`src/rtl/gpio_ctrl_pkg.sv`:
```
// Shared constants for the GPIO slave: bus polarities, register map and edge encoding.
package gpio_ctrl_pkg;
    localparam logic ENABLE_  = 1'b0;
    localparam logic DISABLE_ = 1'b1;
    localparam logic READ     = 1'b1;
    localparam logic WRITE    = 1'b0;

    // Register select field inside the word address
    localparam int GPIO_ADDR_MSB = 3;
    localparam int GPIO_ADDR_LSB = 0;
    typedef logic [GPIO_ADDR_MSB:GPIO_ADDR_LSB] gpio_addr_t;

    localparam gpio_addr_t GPIO_ADDR_IN_DATA    = 4'd0;
    localparam gpio_addr_t GPIO_ADDR_OUT_DATA   = 4'd1;
    localparam gpio_addr_t GPIO_ADDR_OUT_SET    = 4'd2;
    localparam gpio_addr_t GPIO_ADDR_OUT_CLR    = 4'd3;
    localparam gpio_addr_t GPIO_ADDR_IO_DATA    = 4'd4;
    localparam gpio_addr_t GPIO_ADDR_IO_DIR     = 4'd5;
    localparam gpio_addr_t GPIO_ADDR_IRQ_MASK   = 4'd6;
    localparam gpio_addr_t GPIO_ADDR_IRQ_EDGE   = 4'd7;
    localparam gpio_addr_t GPIO_ADDR_IRQ_STATUS = 4'd8;

    localparam logic GPIO_EDGE_RISE = 1'b0;
    localparam logic GPIO_EDGE_FALL = 1'b1;

    localparam int GPIO_IN_CH_DEF  = 8;
    localparam int GPIO_OUT_CH_DEF = 8;
    localparam int GPIO_IO_CH_DEF  = 8;
endpackage

```
`src/rtl/gpio_ctrl_if.sv`:
```
// Peripheral bus connection between a bus master and the GPIO slave.
interface gpio_ctrl_if #(
    parameter int ADDR_W = 30,
    parameter int DATA_W = 32
);
    logic              CS_;
    logic              As_;
    logic              RW;
    logic [ADDR_W-1:0] Addr;
    logic [DATA_W-1:0] WrData;
    logic [DATA_W-1:0] RdData;
    logic              Rdy_;

    modport master (output CS_, As_, RW, Addr, WrData, input RdData, Rdy_);
    modport slave  (input CS_, As_, RW, Addr, WrData, output RdData, Rdy_);
endinterface

```
`src/rtl/gpio_sync_edge.sv`:
```
// Two-flop pin synchroniser plus a delayed copy for rise/fall pulse generation.
module gpio_sync_edge #(
    parameter int WIDTH = 8
) (
    input  logic             clk,
    input  logic             reset,
    input  logic [WIDTH-1:0] pin,
    output logic [WIDTH-1:0] sync,
    output logic [WIDTH-1:0] rise,
    output logic [WIDTH-1:0] fall
);
    logic [WIDTH-1:0] sync_p0, sync_p1, dly_p2;

    always_ff @(posedge clk) begin
        if (reset) begin
            sync_p0 <= '0;
            sync_p1 <= '0;
            dly_p2  <= '0;
        end else begin
            // p0/p1: metastability filter; p2: previous synchronised value
            sync_p0 <= pin;
            sync_p1 <= sync_p0;
            dly_p2  <= sync_p1;
        end
    end

    assign sync = sync_p1;
    assign rise = sync_p1 & ~dly_p2;
    assign fall = ~sync_p1 & dly_p2;
endmodule

```
`src/rtl/gpio_ctrl.sv`:
```
// Parametrised GPIO bus slave. Edge interrupts exist only when GPIO_IRQ_EN is defined.
module gpio_ctrl
    import gpio_ctrl_pkg::*;
#(
    parameter int IN_CH  = GPIO_IN_CH_DEF,
    parameter int OUT_CH = GPIO_OUT_CH_DEF,
    parameter int IO_CH  = GPIO_IO_CH_DEF,
    parameter int ADDR_W = 30,
    parameter int DATA_W = 32
) (
    input  logic              clk,
    input  logic              reset,
    gpio_ctrl_if.slave        bus,
    input  logic [IN_CH-1:0]  GPIOIn,
    output logic [OUT_CH-1:0] GPIOOut,
    input  logic [IO_CH-1:0]  GPIOIOIn,
    output logic [IO_CH-1:0]  GPIOIOOut,
    output logic [IO_CH-1:0]  GPIOIOOe,
    output logic              Irq
);
    logic [ADDR_W-1:0] addr;
    gpio_addr_t        reg_sel;
    logic              req, wr, rd;
    logic [DATA_W-1:0] rd_val;
    logic [IN_CH-1:0]  in_sync, in_rise, in_fall;
    logic [IO_CH-1:0]  io_sync, io_rise, io_fall;
    logic [OUT_CH-1:0] out_data;
    logic [IO_CH-1:0]  io_out, io_dir;
    logic              unused_bits;

    assign addr    = bus.Addr;
    assign reg_sel = addr[GPIO_ADDR_MSB:GPIO_ADDR_LSB];
    assign req     = (bus.CS_ == ENABLE_) && (bus.As_ == ENABLE_);
    assign wr      = req && (bus.RW == WRITE);
    assign rd      = req && (bus.RW == READ);

    gpio_sync_edge #(.WIDTH(IN_CH)) u_in_sync (
        .clk(clk), .reset(reset), .pin(GPIOIn),
        .sync(in_sync), .rise(in_rise), .fall(in_fall)
    );

    gpio_sync_edge #(.WIDTH(IO_CH)) u_io_sync (
        .clk(clk), .reset(reset), .pin(GPIOIOIn),
        .sync(io_sync), .rise(io_rise), .fall(io_fall)
    );

`ifdef GPIO_IRQ_EN
    logic [IN_CH-1:0] irq_mask, irq_edge, irq_status, irq_evt, w1c;
    logic [1:0]       warm;

    // Hold off edge detection until the synchroniser has flushed its reset value
    assign irq_evt = (warm == 2'd3) ?
                     ((in_rise & ~irq_edge) | (in_fall & irq_edge)) : '0;
    assign w1c     = (wr && reg_sel == GPIO_ADDR_IRQ_STATUS) ? bus.WrData[IN_CH-1:0] : '0;

    always_ff @(posedge clk) begin
        if (reset) begin
            irq_mask   <= '0;
            irq_edge   <= '0;
            irq_status <= '0;
            warm       <= '0;
            Irq        <= 1'b0;
        end else begin
            if (warm != 2'd3) warm <= warm + 2'd1;
            if (wr && reg_sel == GPIO_ADDR_IRQ_MASK) irq_mask <= bus.WrData[IN_CH-1:0];
            if (wr && reg_sel == GPIO_ADDR_IRQ_EDGE) irq_edge <= bus.WrData[IN_CH-1:0];
            irq_status <= (irq_status & ~w1c) | irq_evt;
            Irq        <= |(irq_status & irq_mask);
        end
    end

    assign unused_bits = ^{io_rise, io_fall, addr, bus.WrData};
`else
    assign Irq         = 1'b0;
    assign unused_bits = ^{in_rise, in_fall, io_rise, io_fall, addr, bus.WrData};
`endif

    always_comb begin
        rd_val = '0;
        case (reg_sel)
            GPIO_ADDR_IN_DATA:    rd_val = DATA_W'(in_sync);
            GPIO_ADDR_OUT_DATA:   rd_val = DATA_W'(out_data);
            GPIO_ADDR_IO_DATA:    rd_val = DATA_W'(io_sync);
            GPIO_ADDR_IO_DIR:     rd_val = DATA_W'(io_dir);
`ifdef GPIO_IRQ_EN
            GPIO_ADDR_IRQ_MASK:   rd_val = DATA_W'(irq_mask);
            GPIO_ADDR_IRQ_EDGE:   rd_val = DATA_W'(irq_edge);
            GPIO_ADDR_IRQ_STATUS: rd_val = DATA_W'(irq_status);
`endif
            default:              rd_val = '0;
        endcase
    end

    always_ff @(posedge clk) begin
        if (reset) begin
            bus.Rdy_   <= DISABLE_;
            bus.RdData <= '0;
            out_data   <= '1;
            io_out     <= '0;
            io_dir     <= '0;
        end else begin
            bus.Rdy_   <= req ? ENABLE_ : DISABLE_;
            bus.RdData <= rd ? rd_val : '0;
            if (wr) begin
                case (reg_sel)
                    GPIO_ADDR_OUT_DATA: out_data <= bus.WrData[OUT_CH-1:0];
                    GPIO_ADDR_OUT_SET:  out_data <= out_data | bus.WrData[OUT_CH-1:0];
                    GPIO_ADDR_OUT_CLR:  out_data <= out_data & ~bus.WrData[OUT_CH-1:0];
                    GPIO_ADDR_IO_DATA:  io_out   <= bus.WrData[IO_CH-1:0];
                    GPIO_ADDR_IO_DIR:   io_dir   <= bus.WrData[IO_CH-1:0];
                    default: ;
                endcase
            end
        end
    end

    assign GPIOOut   = out_data;
    assign GPIOIOOut = io_out;
    assign GPIOIOOe  = io_dir;
endmodule

```
`src/flat_wrapper.sv`:
```
// flat-port wrapper written by rule: the top's interface ports become plain ports
module gpio_ctrl_flat import gpio_ctrl_pkg::*;
#(
    parameter int IN_CH  = GPIO_IN_CH_DEF,
    parameter int OUT_CH = GPIO_OUT_CH_DEF,
    parameter int IO_CH  = GPIO_IO_CH_DEF,
    parameter int ADDR_W = 30,
    parameter int DATA_W = 32
)
  (clk, reset, GPIOIn, GPIOOut, GPIOIOIn, GPIOIOOut, GPIOIOOe, Irq, bus_CS_, bus_As_, bus_RW, bus_Addr, bus_WrData, bus_RdData, bus_Rdy_);
  gpio_ctrl_if #(.ADDR_W(ADDR_W), .DATA_W(DATA_W)) bus_i ();
  input  logic clk;
  input  logic reset;
  input  logic [IN_CH-1:0] GPIOIn;
  output logic [OUT_CH-1:0] GPIOOut;
  input  logic [IO_CH-1:0] GPIOIOIn;
  output logic [IO_CH-1:0] GPIOIOOut;
  output logic [IO_CH-1:0] GPIOIOOe;
  output logic Irq;
  input wire logic [$bits(bus_i.CS_)-1:0] bus_CS_;
  input wire logic [$bits(bus_i.As_)-1:0] bus_As_;
  input wire logic [$bits(bus_i.RW)-1:0] bus_RW;
  input wire logic [$bits(bus_i.Addr)-1:0] bus_Addr;
  input wire logic [$bits(bus_i.WrData)-1:0] bus_WrData;
  output wire logic [$bits(bus_i.RdData)-1:0] bus_RdData;
  output wire logic [$bits(bus_i.Rdy_)-1:0] bus_Rdy_;
  assign bus_i.CS_ = bus_CS_;
  assign bus_i.As_ = bus_As_;
  assign bus_i.RW = bus_RW;
  assign bus_i.Addr = bus_Addr;
  assign bus_i.WrData = bus_WrData;
  assign bus_RdData = bus_i.RdData;
  assign bus_Rdy_ = bus_i.Rdy_;
  gpio_ctrl #(.IN_CH(IN_CH), .OUT_CH(OUT_CH), .IO_CH(IO_CH), .ADDR_W(ADDR_W), .DATA_W(DATA_W)) u_core (.clk(clk), .reset(reset), .bus(bus_i), .GPIOIn(GPIOIn), .GPIOOut(GPIOOut), .GPIOIOIn(GPIOIOIn), .GPIOIOOut(GPIOIOOut), .GPIOIOOe(GPIOIOOe), .Irq(Irq));
endmodule
```
`config.mk`:
```
export PLATFORM = sky130hd
export DESIGN_NAME = gpio_ctrl_flat
export DESIGN_NICKNAME = d
export VERILOG_FILES = /design/src/rtl/gpio_ctrl_pkg.sv /design/src/rtl/gpio_ctrl_if.sv /design/src/rtl/gpio_sync_edge.sv /design/src/rtl/gpio_ctrl.sv /design/src/flat_wrapper.sv
export SDC_FILE = /design/constraint.sdc
export NUM_CORES = 1
export LEC_CHECK = 0
export ABC_AREA = 1
export ABC_CLOCK_PERIOD_IN_PS = 1150
export BUFFER_PORTS_ARGS = -buffer_cell sky130_fd_sc_hd__clkbuf_2
export CORE_MARGIN = 2
export CORE_UTILIZATION = 42
export CTS_BUF_LIST = sky130_fd_sc_hd__clkbuf_8
export DETAILED_ROUTE_END_ITERATION = 10
export GPL_ROUTABILITY_DRIVEN = 1
export MAX_ROUTING_LAYER = met4
export PLACE_DENSITY = 0.78
export SLEW_MARGIN = 5
export SYNTH_ARGS = -nofsm -noshare
export SYNTH_HDL_FRONTEND = slang
export SYNTH_SLANG_ARGS = --single-unit
```
`constraint.sdc`:
```
create_clock -name clk -period 1.15 [get_ports clk]
set_clock_uncertainty 0.15 [all_clocks]
set_input_delay 0.115 -clock clk [delete_from_list [all_inputs] [get_ports clk]]
set_output_delay 0.115 -clock clk [all_outputs]
set_load 0.02 [all_outputs]
```
# After elaboration in Yosys (flattened, before gate mapping)

Index checks and enable logic that the tools add are counted.

Flip-flop bits (word level): 89
Input port bits: 83
Output and inout port bits: 58

Equal/unequal tests: 5
Multiplexer cells: 3
Bitwise logic cells: 7
Reductions and logical operators: 9

Operator list:

| cell               | number |
|---|---|
| $pmux 8 s4         | 1 |
| $pmux 8 s3         | 1 |
| $and 8x8->8        | 1 |
| $eq 4x2->1 const B | 2 |
| $eq 4x3->1 const B | 2 |
| $not 8->8          | 1 |
| $or 8x8->8         | 1 |
| $reduce_and 2->1   | 3 |
| $eq 4x1->1 const B | 1 |
| $logic_not 4->1    | 1 |
| $not 1->1          | 4 |
| $logic_and 1x1->1  | 3 |
| $reduce_bool 3->1  | 1 |
| $reduce_or 2->1    | 1 |
| $mux 1             | 1 |

# Depth between registers and ports, before layout

Gate-level depths: netlist of run 1.

Word-level depth: 5
Depth in mapped cells: 8

# By module

A second synthesis of run 1 with hierarchy kept.

Cells, all modules: 474
Area, all modules: 3383.2 um2

Modules (own cells, without submodules):

| module         | instances | cells each | area each (um2) |
|---|---|---|---|
| gpio_ctrl      | 1         | 278        | 1836.8 |
| gpio_sync_edge | 2         | 98         | 773.2 |

# Worst setup path before layout of run 1

No wires, ideal clock.

Path type: input to register
Start: in bus_As_
End: reg u_core.io_out[5] (netlist: u_core.GPIOIOOut[5])
Library setup time: 0.113 ns
Data arrival time: 0.874 ns
Data required time: 0.887 ns
Path slack: 0.014 ns
Cell stages on the path: 7
Buffers on the path: 1
Cells stage by stage: nor2_1 nand2_2 nor2_4 buf_6 nand2_1 nand2_1 nor2_1

Word-level cells in the longest chain between the ends: 4

RTL lines:

| what                       | RTL line           | RTL |
|---|---|---|
| start, declared            | flat_wrapper.sv:21 | `input wire logic [$bits(bus_i.As_)-1:0] bus_As_;` |
| $not 1->1                  | gpio_ctrl.sv:33    | `assign req = (bus.CS_ == ENABLE_) && (bus.As_ == ENABLE_);` |
| $logic_and 1x1->1          | gpio_ctrl.sv:33    |  |
| $logic_and 1x1->1          | gpio_ctrl.sv:34    | `assign wr = req && (bus.RW == WRITE);` |
| $reduce_and 2->1 (no line) | -                  |  |
| end signal, assigned       | gpio_ctrl.sv:109   | `GPIO_ADDR_IO_DATA: io_out <= bus.WrData[IO_CH-1:0];` |
| end, declared              | gpio_ctrl.sv:28    | `logic [IO_CH-1:0] io_out, io_dir;` |

No other way between the ends.
A chain may end at the register's enable or synchronous reset.

# Worst setup path after layout of run 1

Start: reg u_core.io_dir[5] (netlist: u_core.GPIOIOOe[5])
End: out GPIOIOOe[5]

RTL lines:

| what                   | RTL line           | RTL |
|---|---|---|
| start, declared        | gpio_ctrl.sv:28    |  |
| start signal, assigned | gpio_ctrl.sv:110   | `GPIO_ADDR_IO_DIR: io_dir <= bus.WrData[IO_CH-1:0];` |
| end, declared          | flat_wrapper.sv:18 | `output logic [IO_CH-1:0] GPIOIOOe;` |

No word-level cell between the ends.

==> results of run 1 <==
## registers in the layout (all words and copies together), names as in the netlist
register	cells
u_core.bus.Rdy_	1
u_core.bus.RdData	8
u_core.u_io_sync.sync_p0	8
u_core.GPIOIOOe	8
u_core.u_io_sync.sync	8
u_core.GPIOIOOut	8
u_core.GPIOOut	8
u_core.u_in_sync.sync_p0	8
u_core.u_in_sync.sync	8
## power by group through the flow
stage,sequential (uW),clock [uW],combinational [uW]
2_1_floorplan,2390,0,350
3_3_place_gp,2380,0,455
3_5_place_dp,2390,0,462
4_1_cts,2330,1990,539
5_1_grt,2330,2060,604
6_report,2330,1940,550
## stage by stage
step	TNS [ns]	util, %	cells	area, sq um
4_1_cts	0	58.9	568	3760
3_5_place_dp	-3.18	50.0	524	3190
6_report	0	59.7	574	3810
2_1_floorplan	0	-	403	2870
3_3_place_gp	-1.94	50.0	524	3190
5_1_grt	0	59.7	574	3810
## path summary, 6_finish.rpt
| check | slack [ns] | from | to |
|---|---|---|---|
| min reg2reg | 0.25 | u_core.u_io_sync.sync_p0[3]$_SDFF_PP0_ | u_core.u_io_sync.sync[3]$_SDFF_PP0_ |
| max | 0.03 | u_core.GPIOIOOe[5]$_SDFFE_PP0P_ | GPIOIOOe[5] |
| max reg2reg | 0.11 | u_core.GPIOIOOe[1]$_SDFFE_PP0P_ | u_core.bus.RdData[1]$_SDFF_PP0_ |
| min | 0.05 | bus_Addr[0] | u_core.GPIOOut[7]$_SDFFE_PP1P_ |
## routing by layer
| layer | vias up | track usage (%) | routed length [um] |
|---|---|---|---|
| met5 | - | - | 0 |
| met4 | 0 | 7.36 | 116 |
| met3 | 10 | 5.25 | 530 |
| met2 | 112 | 32.9 | 3290 |
| met1 | 1131 | 20.3 | 2510 |
| li1 | 1326 | - | - |
## synth_stat cells
master and count:
buf_6 2, nand2_4 1, nor2_8 3, inv_2 3
nand3_1 64, nand4_1 1, nand2_2 2, nor2_4 4
nor2_1 85, inv_1 46, buf_4 27, dfxtp_1 65
clkbuf_1 6, buf_2 4, clkinv_1 1, nand2_1 64
conb_1 1
## cell type report
cell class | count | share of cell area (%)
sequential | 65 | 34.9
clock inverter | 6 | 1.77
inverter | 50 | 4.92
tap | 77 | 2.53
clock buffer | 10 | 3.61
timing repair buffer | 117 | 23.2
multi-input combinational | 249 | 29.1
## what timing repair did
action,4_1_cts,5_1_grt
hold buffers,26,0
endpoints found under the setup margin,16,16
resized for setup,35,13
setup buffers,2,6
hold endpoints to repair,30,0
pin swaps,0,0
## layout by cell type, fill, tap and decap left out
master,count
dfxtp_1,49
dfxtp_4,3
clkinv_1,1
nand2_4,1
buf_12,3
clkinv_4,2
buf_2,3
nand4_1,1
nand2_2,2
clkbuf_2,45
dlygate4sd3_1,26
clkbuf_4,6
nor2_8,3
clkinvlp_4,2
nor2_1,85
dfxtp_2,13
conb_1,25
bufinv_16,1
inv_2,3
nand3_1,64
clkinv_2,1
nor2_4,4
clkbuf_8,14
nand2_1,64
inv_1,46
buf_4,30
## cell families (layout without fill, tap and decap cells)
group                  count (synthesis)  count (layout)  synth area share, %
buffers and inverters                 89             183                 16.4
other                                  1              25                0.135
and+or+nand+nor                      224             224                 36.6
DFF                                   65              65                 46.9
==> metrics.yaml, run 1 <==
floorplanning:
  pin_count: 141
  start_util_pct: 43.5
  die_w_um: 85.3
  dieArea_sq_um: 7270
  core_area_sq_um: 6390
  die_h_um: 85.3
  row_count: 29
setup_path:
  cp_num_cells: 1
  path_delay_family: "flip-flops"
  critPathMaxFanout: 3
  end_kind: "output pin"
  criticalPathCategory: "reg -> out"
  r2r_cells: 5
  worstPathCellList: "clkbuf_8"
  startpoint_type: "register"
  cp.required_ns: 0.88
  crit_arrival_ns: 0.85
  cp_slowest_stage_delay_ns: 0.37
  cp.buffers_inverters: 1
  slowest_stage: "dfxtp_4"
cells_and_area:
  fillers: 593
  area_growth_pct: 37.4
  register_area_sq_um: 1330
  nNetsFinal: 575
  diodes: 0
  drive_gt1_share_pct: 27.4
  multiInputGateArea_sq_um: 1110
pwr:
  pwr-share-clk_pct: 40.2
  internal_power_uw: 3590
  powerDensity_nw_per_um2: 1260
  power_switching_share_pct: 25.4
  leakagePower_uw: 0.00195
  seq_power_share_pct: 48.4
  p_switching_uw: 1220
  irDropWorstVdd_mv: 0.766
  power_frac_comb_pct: 11.4
  fin_total_pwr_uw: 4810
clocking:
  clockBufferDepth: 2
  clock_latency_ns: 0.34
  path_clk_slew_ns: 0.07
  cts_made_buffers: 9
  cts_tree: "built"
  clock-root-buffer: "clkbuf_8"
  htreeDepth: 3
  cts.sinks: 65
placement:
  portBuffers: 65
  hpwl_mm: 4.67
  gp_congestion: 0.971
  place_ws_ns: -0.168
hold_path:
  hp-class: "in -> reg"
  whs_path_depth: 6
drt:
  drt_iter0_markers: 97
  firstDrtPassIters: 4
  avgRoutedWirePerCell_um: 11.2
  avgViaCountPerCell: 4.49
  wl_mm: 6.44
  vias: 2579
  drc_errors: 0
  ant_nets: 0
global_routing:
  antenna_found_initial: 0
  grt-ovfl-total: 0
  grt_pass1_vias: 2320
  grt_pass1_wl_mm: 10.3
  track_usage_pct: 18.9
  grt_max_degree: 33
yosys:
  synthCells: 379
  synth.distinct_cells: 17
  synth_area_leaders: "dfxtp_1, nand3_1, nor2_1, nand2_1, buf_4"
  ys_seq_area_share_pct: 46.9
  netlist_area_sq_um: 2780
  ys_seq_elements: 65
  yosys.area.top_type: "dfxtp_1"
  yosysWarnings: 0
  synth_top_cell_area_share_pct: 46.9
  syn_area_per_cell_sq_um: 7.32
status:
  status: "finished, final reports clean"
sta:
  finalWorstSetupSlack_ns: 0.0304
  period_share_pct: 97.4
  whs_ns: 0.0513
  rsz0062_at_grt: "no"
  max_freq_mhz: 893
  maxSlewViolCount: 0
  hold_viol: 0
  period_needed_ns: 1.12
  finalSetupViolations: 0
flow_run:
  maxCapViolations: 0
Note: power is estimated with default switching activity, not from simulation.
==> run 2: changes to the inputs <==
--- a/config.mk
+++ b/config.mk
@@ -9,13 +9,14 @@
 export ABC_CLOCK_PERIOD_IN_PS = 1150
 export BUFFER_PORTS_ARGS = -buffer_cell sky130_fd_sc_hd__clkbuf_2
 export CORE_MARGIN = 2
-export CORE_UTILIZATION = 42
+export CORE_UTILIZATION = 45
 export CTS_BUF_LIST = sky130_fd_sc_hd__clkbuf_8
 export DETAILED_ROUTE_END_ITERATION = 10
 export GPL_ROUTABILITY_DRIVEN = 1
 export MAX_ROUTING_LAYER = met4
-export PLACE_DENSITY = 0.78
+export PLACE_DENSITY = 0.79
 export SLEW_MARGIN = 5
 export SYNTH_ARGS = -nofsm -noshare
 export SYNTH_HDL_FRONTEND = slang
+export SYNTH_HIERARCHICAL = 1
 export SYNTH_SLANG_ARGS = --single-unit
==> run 2 against run 1 <==
Sequential share of layout area down 0.32 points; first-iteration DRC count is 62% higher; combinational power fell by 2%; global-route usage increased by 1.3 points; final area up 1.2%; via count hardly changed; maximum frequency shrank 0.12%; worst setup slack worse by 0.0014 ns; wire length up 1.2%; sequential power hardly changed; count of clock-buffer cells in the layout unchanged; non-clock buffer count rose by 4; critical endpoint is now GPIOOut[5]; largest cell class unchanged.
==> metrics.yaml, run 2 <==
pwr:
  seq_power_share_pct: 49.9
  p_switching_uw: 1270
  irDropWorstVdd_mv: 0.947
  leakagePower_uw: 0.00193
  powerDensity_nw_per_um2: 1210
  internal_power_uw: 3390
  power_switching_share_pct: 27.3
  power_frac_comb_pct: 11.6
  pwr-share-clk_pct: 38.5
  fin_total_pwr_uw: 4660
cells_and_area:
  final_area_sq_um: 3860
  fillers: 537
  drive_gt1_share_pct: 27.8
  diodes: 0
  layout_common_cells: "nor2_1, nand2_1, nand3_1"
  nNetsFinal: 578
  final_common_cell: "nor2_1"
  area_growth_pct: 39.7
sta:
  finalSetupViolations: 0
  whs_ns: 0.0656
  setup_tns_ns: 0
  finalWorstSetupSlack_ns: 0.0291
  hold_viol: 0
  maxSlewViolCount: 0
  max_freq_mhz: 892
  period_needed_ns: 1.12
  period_share_pct: 97.5
setup_path:
  timing.rr.start: "u_core/GPIOOut[5]$_SDFFE_PP1P_"
  cp.buffers_inverters: 1
  slowest_stage: "dfxtp_4"
  crit_arrival_ns: 0.86
  startpoint_type: "register"
  criticalPathCategory: "reg -> out"
  cp.required_ns: 0.88
  critPathMaxFanout: 3
  r2r_cells: 5
  cp_slowest_stage_delay_ns: 0.36
  path_delay_family: "flip-flops"
  r2r_slack_ns: 0.10
  worstPathCellList: "clkbuf_8"
  end_kind: "output pin"
  r2r-end: "u_core/bus.RdData[5]$_SDFF_PP0_"
clocking:
  cts_tree: "built"
  path_clk_slew_ns: 0.08
  htreeDepth: 3
  clockBufferDepth: 2
  clock_latency_ns: 0.35
  clock-root-buffer: "clkbuf_8"
  cts.sinks: 65
  cts_made_buffers: 9
hold_path:
  hold_path_end: "u_core/bus.RdData[5]$_SDFF_PP0_"
  whs_path_depth: 4
  hp-class: "in -> reg"
  hp-start: "reset"
drt:
  vias: 2581
  firstDrtPassIters: 5
  drc_errors: 0
  avgRoutedWirePerCell_um: 11.3
  wl_mm: 6.52
  ant_nets: 0
  avgViaCountPerCell: 4.49
  drt_iter0_markers: 157
floorplanning:
  row_count: 28
  pin_count: 141
  start_util_pct: 46.7
  die_h_um: 82.4
  dieArea_sq_um: 6780
  core_area_sq_um: 5920
  die_w_um: 82.4
global_routing:
  grt_pass1_vias: 2177
  antenna_found_initial: 0
  grt-ovfl-total: 0
  grt_pass1_wl_mm: 9.67
  track_usage_pct: 20.2
  grt_max_degree: 28
  grt_busiest_layer: "met2"
  grtUsageMet2_pct: 32.7
  use_met1_pct: 21.6
  gr-usage-met3_pct: 7.28
placement:
  portBuffers: 65
  placed_area_sq_um: 3150
  hpwl_mm: 4.46
  place_ws_ns: -0.172
  gp_congestion: 0.907
yosys:
  syn_area_per_cell_sq_um: 7.31
  synthCells: 378
  netlist_area_sq_um: 2760
  yosysWarnings: 6
status:
  status: "finished, final reports clean"
flow_run:
  maxCapViolations: 0
-- run 2: worst max path at each step --
stage                     depth (start not counted)                            from                               end  slack [ns]
after floorplan                                   7                         bus_As_  u_core/GPIOIOOut[5]$_SDFFE_PP0P_        0.05
after global routing                              1  u_core/GPIOOut[5]$_SDFFE_PP1P_                        GPIOOut[5]       -0.01
final                                             1  u_core/GPIOOut[5]$_SDFFE_PP1P_                        GPIOOut[5]        0.03
after detailed placement                          7                         bus_As_    u_core/GPIOOut[0]$_SDFFE_PP1P_       -0.17
after CTS                                         1  u_core/GPIOOut[5]$_SDFFE_PP1P_                        GPIOOut[5]      -0.006
after global placement                            7                         bus_As_    u_core/GPIOOut[4]$_SDFFE_PP1P_       -0.13
-- run 2: layout make-up --
type | instances | area, sq um | area share, %
Multi-Input combinational cell | 248 | 1070 | 27.7
Clock inverter | 6 | 50.0 | 1.30
Sequential cell | 65 | 1330 | 34.5
Tap cell | 75 | 93.8 | 2.43
Timing Repair Buffer | 121 | 990 | 25.6
Inverter | 50 | 188 | 4.86
Clock buffer | 10 | 138 | 3.57
-- run 2: what timing repair did --
| item | CTS | global route |
|---|---|---|
| resized for setup | 44 | 26 |
| setup buffers | 3 | 9 |
| hold buffers | 26 | 0 |
| endpoints found under the hold margin | 36 | 0 |
| endpoints found under the setup margin | 16 | 21 |
-- run 2: power groups by stage --
stage / clock network, uW / registers (uW) / logic, uW
6_report: 1800 / 2330 / 539
5_1_grt: 1950 / 2330 / 593
4_1_cts: 1850 / 2330 / 522
3_5_place_dp: 0 / 2390 / 441
3_3_place_gp: 0 / 2390 / 433
2_1_floorplan: 0 / 2400 / 345
-- run 2: metal layers --
layer / share of wire [%] / wire, um / vias to the layer above
li1: - / - / 1327
met1: 40 / 2580 / 1127
met2: 50 / 3270 / 108
met3: 7.4 / 481 / 19
met4: 2.9 / 188 / 0
met5: 0 / 0 / -
-- run 2: metrics by stage --
stage,util (%),std cells
2_1_floorplan,-,402
3_3_place_gp,53.2,521
3_5_place_dp,53.2,521
4_1_cts,63.4,566
5_1_grt,65.2,575
6_report,65.2,575
-- run 2: worst register-to-register path, cell delays in order (launching register included) --
cell	delay (ns)
dfxtp_4	0.36
buf_4	0.14
nand3_1	0.08
nand2_1	0.06
nor2_1	0.11
nor2_1	0.05
==> run 3: changes to the inputs <==
--- a/config.mk
+++ b/config.mk
@@ -6,15 +6,15 @@
 export NUM_CORES = 1
 export LEC_CHECK = 0
 export ABC_AREA = 1
-export ABC_CLOCK_PERIOD_IN_PS = 1150
+export ABC_CLOCK_PERIOD_IN_PS = 1100
 export BUFFER_PORTS_ARGS = -buffer_cell sky130_fd_sc_hd__clkbuf_2
 export CORE_MARGIN = 2
-export CORE_UTILIZATION = 45
+export CORE_UTILIZATION = 50
 export CTS_BUF_LIST = sky130_fd_sc_hd__clkbuf_8
 export DETAILED_ROUTE_END_ITERATION = 10
 export GPL_ROUTABILITY_DRIVEN = 1
 export MAX_ROUTING_LAYER = met4
-export PLACE_DENSITY = 0.79
+export PLACE_DENSITY = 0.83
 export SLEW_MARGIN = 5
 export SYNTH_ARGS = -nofsm -noshare
 export SYNTH_HDL_FRONTEND = slang
==> constraint.sdc (replaced) <==
create_clock -name clk -period 1.1 [get_ports clk]
set_clock_uncertainty 0.15 [all_clocks]
set_input_delay 0.11 -clock clk [delete_from_list [all_inputs] [get_ports clk]]
set_output_delay 0.11 -clock clk [all_outputs]
set_load 0.02 [all_outputs]
==> run 3 against run 2 <==
Sequential cell count is the same; sequential share of layout area shrank 1.5 points; sequential power grew 5%; core utilization grew 9.6 points; combinational power grew 9.5%; via count grew 1.5%; die area shrank 9.5%; non-clock buffer count grew 2; count of clock-buffer cells in the layout shrank 1; cell count shrank 0.17%; critical path depth is the same; total power grew 17%; critical endpoint is now GPIOOut[4].
==> metrics.yaml, run 3 (synthesized netlist as in run 2, its figures left out) <==
status:
  status: "finished, final reports clean"
setup_path:
  r2r_slack_ns: 0.03
  criticalPathCategory: "reg -> out"
  cp.buffers_inverters: 1
  path_delay_family: "flip-flops"
  worstPathCellList: "clkbuf_8"
  crit_end: "GPIOOut[4]"
  startpoint_type: "register"
  cp_num_cells: 1
  r2r_cells: 5
  slowest_stage: "dfxtp_2"
  critPathMaxFanout: 2
  r2r-end: "u_core/bus.RdData[4]$_SDFF_PP0_"
  timing.rr.start: "u_core/GPIOOut[4]$_SDFFE_PP1P_"
  cp_slowest_stage_delay_ns: 0.35
  crit_start: "u_core/GPIOOut[4]$_SDFFE_PP1P_"
  end_kind: "output pin"
  cp.required_ns: 0.84
  crit_arrival_ns: 0.84
clocking:
  clockBufferDepth: 2
  cts_tree: "built"
  htreeDepth: 3
  path_clk_slew_ns: 0.07
  cts.sinks: 65
  clock-root-buffer: "clkbuf_8"
  cts_made_buffers: 9
  clock_latency_ns: 0.34
cells_and_area:
  area_growth_pct: 46.3
  diodes: 0
  layout_common_cells: "nor2_1, nand2_1, nand3_1"
  final_area_sq_um: 4040
  final_common_cell: "nor2_1"
  nNetsFinal: 580
  fillers: 414
  drive_gt1_share_pct: 31.3
drt:
  avgRoutedWirePerCell_um: 12.9
  vias: 2619
  avgViaCountPerCell: 4.56
  drc_errors: 0
  wl_mm: 7.38
  ant_nets: 0
  firstDrtPassIters: 5
  drt_iter0_markers: 169
global_routing:
  grt_pass1_wl_mm: 11.3
  grt_pass1_vias: 2463
  grt-ovfl-total: 0
  antenna_found_initial: 0
  grt_max_degree: 24
  track_usage_pct: 24.9
floorplanning:
  row_count: 27
  pin_count: 141
  start_util_pct: 51.1
  die_w_um: 78.3
  core_area_sq_um: 5410
  dieArea_sq_um: 6140
  die_h_um: 78.3
pwr:
  irDropWorstVdd_mv: 0.953
  power_frac_comb_pct: 10.8
  powerDensity_nw_per_um2: 1350
  seq_power_share_pct: 44.7
  power_switching_share_pct: 23.7
  leakagePower_uw: 0.00201
  p_switching_uw: 1300
  pwr-share-clk_pct: 44.5
  internal_power_uw: 4170
  fin_total_pwr_uw: 5460
placement:
  gp_congestion: 0.927
  hpwl_mm: 4.54
  placed_area_sq_um: 3150
  portBuffers: 65
sta:
  finalSetupViolations: 0
  period_share_pct: 99.6
  hold_viol: 0
  max_freq_mhz: 912
  rsz0062_at_grt: "yes"
  period_needed_ns: 1.10
  maxSlewViolCount: 0
  setup_tns_ns: 0
flow_run:
  maxCapViolations: 0
hold_path:
  hp-class: "in -> reg"
[run 3: worst min-delay path by stage]
stage | start | depth (start not counted) | slack, ns | endpoint
floorplan | reset | 1 | 0.03 | u_core/u_in_sync/sync_p0[3]$_SDFF_PP0_
global placement | GPIOIn[4] | 3 | 0.16 | u_core/u_in_sync/sync_p0[4]$_SDFF_PP0_
detailed placement | GPIOIn[4] | 3 | 0.16 | u_core/u_in_sync/sync_p0[4]$_SDFF_PP0_
CTS | reset | 3 | 0.005 | u_core/u_io_sync/sync_p0[1]$_SDFF_PP0_
global route | reset | 3 | 0.02 | u_core/u_io_sync/sync_p0[5]$_SDFF_PP0_
finish | reset | 3 | 0.01 | u_core/u_io_sync/sync[2]$_SDFF_PP0_
[run 3: layer usage]
layer	vias to the layer above	share of wire (%)	GRT usage, %
met3	13	4.6	5.98
met5	-	0	-
met2	100	54	46.6
met1	1173	39	25.2
met4	0	2.4	9.30
li1	1333	-	-
[run 3: timing repair]
item / CTS / global route
hold buffers: 26 / 0
pin swaps: 0 / 2
endpoints found under the setup margin: 24 / 30
gates resized for setup: 65 / 32
endpoints found under the hold margin: 31 / 0
buffers inserted: 14 / 3
[run 3: stage by stage]
step / hold slack (ns) / std cells / util [%] / setup slack, ns
after CTS: 0.00481 / 573 / 73.7 / -0.0227
after detailed placement: 0.156 / 517 / 58.3 / -0.177
after global placement: 0.156 / 517 / 58.3 / -0.138
after floorplan: 0.0312 / 402 / - / 0.00385
after global routing: 0.0221 / 574 / 74.8 / -0.0335
final: 0.0133 / 574 / 74.8 / 0.00406
[run 3: cell type report]
type / instances / area [sq um] / share of cell area, %
Clock buffer: 9 / 124 / 3.07
Clock inverter: 7 / 120 / 2.97
Multi-Input combinational cell: 248 / 1090 / 26.9
Timing Repair Buffer: 123 / 1100 / 27.2
Inverter: 50 / 188 / 4.64
Tap cell: 72 / 90.1 / 2.23
Sequential cell: 65 / 1330 / 33.0
[run 3: power groups by stage]
stage | clock network, uW | logic, uW | registers, uW
after global routing | 2570 | 639 | 2450
after global placement | 0 | 462 | 2490
final | 2430 | 590 | 2440
after floorplan | 0 | 361 | 2500
after detailed placement | 0 | 468 | 2500
after CTS | 2460 | 567 | 2440
